## src/rtl/traffic_light_fsm_if.sv

```systemverilog
// Control and status bundle between the traffic-light sequencer and its user.
// The LED colour stage and the pedestrian panel sit on the master side.
interface traffic_light_fsm_if;
  logic       enable;
  logic       ped_req;
  logic [1:0] color;
  logic [3:0] sec_left;
  logic       ped_walk;
  logic       ped_pending;
  logic       phase_start;

  modport master (
    output enable, ped_req,
    input  color, sec_left, ped_walk, ped_pending, phase_start
  );

  modport slave (
    input  enable, ped_req,
    output color, sec_left, ped_walk, ped_pending, phase_start
  );
endinterface

```

## src/rtl/traffic_light_fsm.sv

```systemverilog
// Timed RED -> GREEN -> YELLOW sequencer with a one-second prescaler,
// pedestrian early exit from GREEN, and forced OFF while disabled.
module traffic_light_fsm #(
  parameter int unsigned TICK_DIV      = 100000000,
  parameter int unsigned RED_SEC       = 5,
  parameter int unsigned GREEN_SEC     = 5,
  parameter int unsigned YELLOW_SEC    = 2,
  parameter int unsigned MIN_GREEN_SEC = 2
) (
  input  logic                clk,
  input  logic                rst,
  traffic_light_fsm_if.slave  bus
);

  localparam int unsigned PW = (TICK_DIV > 1) ? $clog2(TICK_DIV) : 1;
  localparam logic [PW-1:0] TICK_LAST  = PW'(TICK_DIV - 1);
  localparam logic [3:0]    RED_DUR    = 4'(RED_SEC);
  localparam logic [3:0]    GREEN_DUR  = 4'(GREEN_SEC);
  localparam logic [3:0]    YELLOW_DUR = 4'(YELLOW_SEC);
  localparam logic [4:0]    GREEN_DUR5 = 5'(GREEN_SEC);
  localparam logic [4:0]    MIN_GREEN5 = 5'(MIN_GREEN_SEC);

  localparam logic [1:0] COL_RED    = 2'd0;
  localparam logic [1:0] COL_YELLOW = 2'd1;
  localparam logic [1:0] COL_GREEN  = 2'd2;
  localparam logic [1:0] COL_OFF    = 2'd3;

  typedef enum logic [1:0] {ST_OFF, ST_RED, ST_GREEN, ST_YELLOW} state_e;

  state_e        state_q, state_d;
  logic [PW-1:0] presc_q, presc_d;
  logic [3:0]    sec_q, sec_d;
  logic          pend_q, pend_d;
  logic          start_q, start_d;
  logic [1:0]    color_q, color_d;
  logic          walk_q, walk_d;

  logic          tick;
  logic          pend_now;
  logic          min_green_met;
  logic [4:0]    green_elapsed;
  logic          entry;

  assign tick          = (state_q != ST_OFF) && (presc_q == TICK_LAST);
  assign pend_now      = pend_q | bus.ped_req;
  // Seconds of GREEN already shown, including the one ending on this tick.
  assign green_elapsed = GREEN_DUR5 - {1'b0, sec_q} + 5'd1;
  assign min_green_met = (green_elapsed >= MIN_GREEN5);

  // State and output registers.
  always_ff @(posedge clk or posedge rst) begin
    if (rst) begin
      state_q <= ST_OFF;
      presc_q <= '0;
      sec_q   <= '0;
      pend_q  <= 1'b0;
      start_q <= 1'b0;
      color_q <= COL_OFF;
      walk_q  <= 1'b0;
    end else begin
      state_q <= state_d;
      presc_q <= presc_d;
      sec_q   <= sec_d;
      pend_q  <= pend_d;
      start_q <= start_d;
      color_q <= color_d;
      walk_q  <= walk_d;
    end
  end

  // Next-state logic; disable overrides any tick or phase advance.
  always_comb begin
    state_d = state_q;
    if (!bus.enable) begin
      state_d = ST_OFF;
    end else begin
      case (state_q)
        ST_OFF:    state_d = ST_RED;
        ST_RED:    if (tick && (sec_q == 4'd1)) state_d = ST_GREEN;
        ST_GREEN:  if (tick && ((sec_q == 4'd1) || (pend_now && min_green_met)))
                     state_d = ST_YELLOW;
        ST_YELLOW: if (tick && (sec_q == 4'd1)) state_d = ST_RED;
        default:   state_d = ST_OFF;
      endcase
    end
  end

  // Next values of the timer, pedestrian latch and decoded outputs.
  always_comb begin
    entry   = (state_d != state_q) && (state_d != ST_OFF);
    presc_d = presc_q + PW'(1);
    sec_d   = sec_q;
    pend_d  = pend_q;
    start_d = entry;
    color_d = COL_OFF;
    walk_d  = 1'b0;

    if (state_d == ST_OFF) begin
      presc_d = '0;
      sec_d   = '0;
      pend_d  = 1'b0;
    end else begin
      if (entry || tick) presc_d = '0;
      if (entry) begin
        case (state_d)
          ST_RED:    sec_d = RED_DUR;
          ST_GREEN:  sec_d = GREEN_DUR;
          ST_YELLOW: sec_d = YELLOW_DUR;
          default:   sec_d = '0;
        endcase
      end else if (tick) begin
        sec_d = sec_q - 4'd1;
      end
      // Entering RED serves the request, even if a new one arrives this cycle.
      if (entry && (state_d == ST_RED)) begin
        pend_d = 1'b0;
      end else if (bus.ped_req && ((state_q == ST_GREEN) || (state_q == ST_YELLOW))) begin
        pend_d = 1'b1;
      end
    end

    case (state_d)
      ST_RED: begin
        color_d = COL_RED;
        walk_d  = 1'b1;
      end
      ST_GREEN:  color_d = COL_GREEN;
      ST_YELLOW: color_d = COL_YELLOW;
      default:   color_d = COL_OFF;
    endcase
  end

  assign bus.color       = color_q;
  assign bus.sec_left    = sec_q;
  assign bus.ped_walk    = walk_q;
  assign bus.ped_pending = pend_q;
  assign bus.phase_start = start_q;

endmodule

```

## src/flat_wrapper.sv

```systemverilog
// flat-port wrapper written by rule: the top's interface ports become plain ports
module traffic_light_fsm_flat 
#(
  parameter int unsigned TICK_DIV      = 100000000,
  parameter int unsigned RED_SEC       = 5,
  parameter int unsigned GREEN_SEC     = 5,
  parameter int unsigned YELLOW_SEC    = 2,
  parameter int unsigned MIN_GREEN_SEC = 2
)
  (clk, rst, bus_enable, bus_ped_req, bus_color, bus_sec_left, bus_ped_walk, bus_ped_pending, bus_phase_start);
  traffic_light_fsm_if bus_i ();
  input  logic clk;
  input  logic rst;
  input wire logic [$bits(bus_i.enable)-1:0] bus_enable;
  input wire logic [$bits(bus_i.ped_req)-1:0] bus_ped_req;
  output wire logic [$bits(bus_i.color)-1:0] bus_color;
  output wire logic [$bits(bus_i.sec_left)-1:0] bus_sec_left;
  output wire logic [$bits(bus_i.ped_walk)-1:0] bus_ped_walk;
  output wire logic [$bits(bus_i.ped_pending)-1:0] bus_ped_pending;
  output wire logic [$bits(bus_i.phase_start)-1:0] bus_phase_start;
  assign bus_i.enable = bus_enable;
  assign bus_i.ped_req = bus_ped_req;
  assign bus_color = bus_i.color;
  assign bus_sec_left = bus_i.sec_left;
  assign bus_ped_walk = bus_i.ped_walk;
  assign bus_ped_pending = bus_i.ped_pending;
  assign bus_phase_start = bus_i.phase_start;
  traffic_light_fsm #(.TICK_DIV(TICK_DIV), .RED_SEC(RED_SEC), .GREEN_SEC(GREEN_SEC), .YELLOW_SEC(YELLOW_SEC), .MIN_GREEN_SEC(MIN_GREEN_SEC)) u_core (.clk(clk), .rst(rst), .bus(bus_i));
endmodule
```

## config.mk

```make
export PLATFORM = sky130hd
export DESIGN_NAME = traffic_light_fsm_flat
export DESIGN_NICKNAME = d
export VERILOG_FILES = /design/src/rtl/traffic_light_fsm_if.sv /design/src/rtl/traffic_light_fsm.sv /design/src/flat_wrapper.sv
export SDC_FILE = /design/constraint.sdc
export NUM_CORES = 1
export LEC_CHECK = 0
export ABC_AREA = 1
export CAP_MARGIN = 10
export CORE_AREA = 2 2 73 75
export CTS_BUF_LIST = sky130_fd_sc_hd__clkbuf_4
export CTS_CLUSTER_SIZE = 10
export DETAILED_ROUTE_END_ITERATION = 7
export DIE_AREA = 0 0 75 77
export GPL_ROUTABILITY_DRIVEN = 0
export SETUP_SLACK_MARGIN = 0.2
export SLEW_MARGIN = 10
export SYNTH_ARGS = -nofsm -noshare
export SYNTH_HDL_FRONTEND = slang
export SYNTH_SLANG_ARGS = --single-unit
export TNS_END_PERCENT = 10
```

## constraint.sdc

```tcl
create_clock -name clk -period 4.6 [get_ports clk]
set_clock_uncertainty 0.05 [all_clocks]
set_input_delay 0.92 -clock clk [delete_from_list [all_inputs] [get_ports clk]]
set_output_delay 0.92 -clock clk [all_outputs]
set_load 0.02 [all_outputs]
```

==> impl_metrics.py <==
metrics = {
    "cells_and_area": {
        "final_cell_area_um2": 2460,
        "layout.area.seq_um2": 953,
        "fill_cells": 511,
        "nets": 298,
        "final_common_cell": "nand2_1",
        "area_delta_synth_final_pct": 12.6,
        "drive_gt1_share_pct": 12.5,
        "final_core_util_pct": 49.4,
        "final_cells": 357,
        "multi_input_area_um2": 1060,
        "antenna_cells": 0,
        "final_cell_mix": "52 x nand2_1, 39 x nor2_1, 37 x inv_1",
    },
    "setup_path": {
        "critPathCapture": "u_core.presc_q[2]",
        "cp-end-kind": "register",
        "reg2regPathDepth": 14,
        "arrival_ps": 3040,
        "r2r_slack_ps": 1780,
        "crit_path_start_kind": "register",
        "worstPathMaxFanout": 28,
        "critPathLaunch": "u_core.presc_q[0]",
        "reg2reg_from": "u_core.presc_q[0]",
        "critPathRequiredTime_ps": 4820,
        "critical_path_class": "reg -> reg",
        "r2r-end": "u_core.presc_q[2]",
    },
    "logic_synthesis": {
        "yosysUniqueCellTypes": 27,
        "synthesis.nets": 280,
        "synth_compound_area_share_pct": 1.61,
        "synth_area_per_cell_um2": 8.14,
        "synth-seq-cells": 38,
        "yosysWarningCount": 0,
        "synth_top_family_by_area": "simple AND/OR/NAND/NOR gates",
        "synth_fa_ha_area_share_pct": 4.59,
        "synth-simple-area-share_pct": 34.7,
        "synthCells": 268,
        "synth-xor-area-share_pct": 7.63,
        "synth_seq_area_share_pct": 43.7,
        "synth_area_um2": 2180,
        "synth_mux_area_share_pct": 0,
    },
    "global_route": {
        "grt_max_degree": 29,
        "antenna_found_initial": 0,
        "grt_pass1_vias": 1596,
        "grt.overflow.total": 0,
        "grt_usage_pct": 15.8,
        "grt_pass1_wl_um": 7090,
    },
    "cts": {
        "hold_buffers": 0,
        "cts_resized": 0,
        "h-tree-depth": 2,
        "clock_latency_ps": 350,
        "postCtsSetupRepairBufs": 0,
        "root_buffer": "clkbuf_4",
        "clkTransAtPathRegs_ps": 120,
        "cts_tree": "built",
        "clock_path_buffers": 2,
        "cts_num_sinks": 38,
        "cts_buffers": 5,
    },
    "route": {
        "drt_iter0_drc": 112,
        "antenna_left": 0,
        "dr_total_vias": 1640,
        "wirelength_um": 4020,
        "avgRoutedWirePerCell_um": 11.3,
        "drt-pass1-iter-count": 4,
        "vias_per_cell": 4.59,
        "drcViolationCount": 0,
    },
    "die": {
        "coreArea_um2": 4980,
        "io_pins": 13,
        "die_area_um2": 5780,
        "core.rowCount": 26,
        "start_util_pct": 43.8,
        "die_w_um": 75,
        "fp.dieH_um": 77,
    },
    "flow_run": {
        "drv_cap": 0,
    },
    "sta": {
        "setup_violations": 0,
        "tightest_slew_ps": 999,
        "min_period_ps": 2820,
        "hold_violations": 0,
        "max_freq_mhz": 354,
        "rsz0062_at_grt": "false",
        "fin_tns_setup_ps": 0,
        "fin_crit_sh_pct": 61.4,
        "drv_slew": 0,
        "slew_headroom_pct": 33.0,
    },
    "power": {
        "ir_drop_uv": 144,
        "power.density_nw_per_um2": 274,
        "p_leak_uw": 0.00108,
    },
    "placement": {
        "dpl-instance-area_um2": 2370,
        "hpwl_um": 2920,
        "io_buffers": 12,
        "placed_cells": 349,
    },
    "status": {
        "run_status": "finished, final reports clean",
    },
    "hold_path": {
        "worst_hold_path_type": "reg -> reg",
    },
}
-- sequential cells by signal, indices dropped and copies added, names as in the netlist --
| name | cells |
|---|---|
| u_core.presc_q | 27 |
| u_core.bus.sec_left | 4 |
| u_core.bus.color | 2 |
| u_core.state_q | 2 |
| u_core.bus.ped_pending | 1 |
| u_core.bus.ped_walk | 1 |
| u_core.bus.phase_start | 1 |
-- worst max-delay path: stages (launching register included) --
cell and delay [ps]:
dfrtp_1 380, ha_1 210, nand3_2 140, nor2_4 160, nand2_1 110, nor2_4 140
nand2_2 140, nor2_1 200, nand2_1 70, nand2_1 60, nand3_1 120, ha_1 320
nor2_8 170, nand2_4 220, nor3b_1 240
-- worst min path at each step --
stage | startpoint | end | cells after the start
after global placement | u_core.presc_q[0] | u_core.presc_q[0] | 1
after detailed placement | u_core.presc_q[0] | u_core.presc_q[0] | 1
after global routing | u_core.presc_q[0] | u_core.presc_q[0] | 1
after floorplan | u_core.presc_q[0] | u_core.presc_q[0] | 1
final | u_core.presc_q[0] | u_core.presc_q[0] | 1
after CTS | u_core.presc_q[0] | u_core.presc_q[0] | 1
-- cell usage after synthesis, drive strengths merged --
cell / n / area, µm²
nand2: 59 / 244
nor2: 52 / 251
inv: 39 / 146
dfrtp: 36 / 901
nand3: 23 / 133
xor2: 16 / 140
ha: 8 / 100
nor3: 8 / 40.0
nand4: 5 / 31.3
nor4: 4 / 25.0
a21oi: 3 / 15.0
xnor2: 3 / 26.3
a31oi: 2 / 12.5
buf: 2 / 22.5
dfstp: 2 / 52.6
nor3b: 2 / 15.0
or2: 2 / 12.5
and2: 1 / 6.26
o211ai: 1 / 7.51
-- per-stage QoR --
step / worst slack (ps) / hold WS, ps / power, µW
final: 1780 / 414 / 674
after global routing: 1500 / 464 / 715
after CTS: 1750 / 419 / 686
after global placement: 1580 / 403 / 447
after floorplan: 2130 / 380 / 420
after detailed placement: 1540 / 403 / 447
-- final cells by class --
cell class | instances | share of cell area [%]
tap | 70 | 3.56
inverter | 39 | 5.96
clock inverter | 3 | 1.83
sequential | 38 | 38.8
multi-input combinational | 189 | 43.1
clock buffer | 5 | 1.53
timing repair buffer | 13 | 5.19
-- logic make-up (layout without fill, tap and decap cells) --
family | count (synthesis) | after routing
AO/OA/AOI/OAI | 6 | 6
XOR/XNOR | 19 | 19
adder cells (fa/ha/maj) | 8 | 8
buffers and inverters | 41 | 60
flip-flops | 38 | 38
AND/OR/NAND/NOR | 156 | 156
-- routing by layer --
layer | part of all wire [%] | track usage, %
met1 | 50 | 21.2
met2 | 46 | 24.4
met3 | 2.8 | 3.81
met4 | 0.67 | 6.07
met5 | 0 | 0
-- power breakdown --
part	total, µW	switching [µW]	internal (µW)	leakage [µW]
registers	354	10.4	343	0.000517
clock network	235	121	114	0.0000374
logic	85.7	53.7	32.0	0.000528
No activity file was read; power rests on OpenSTA's default activity.
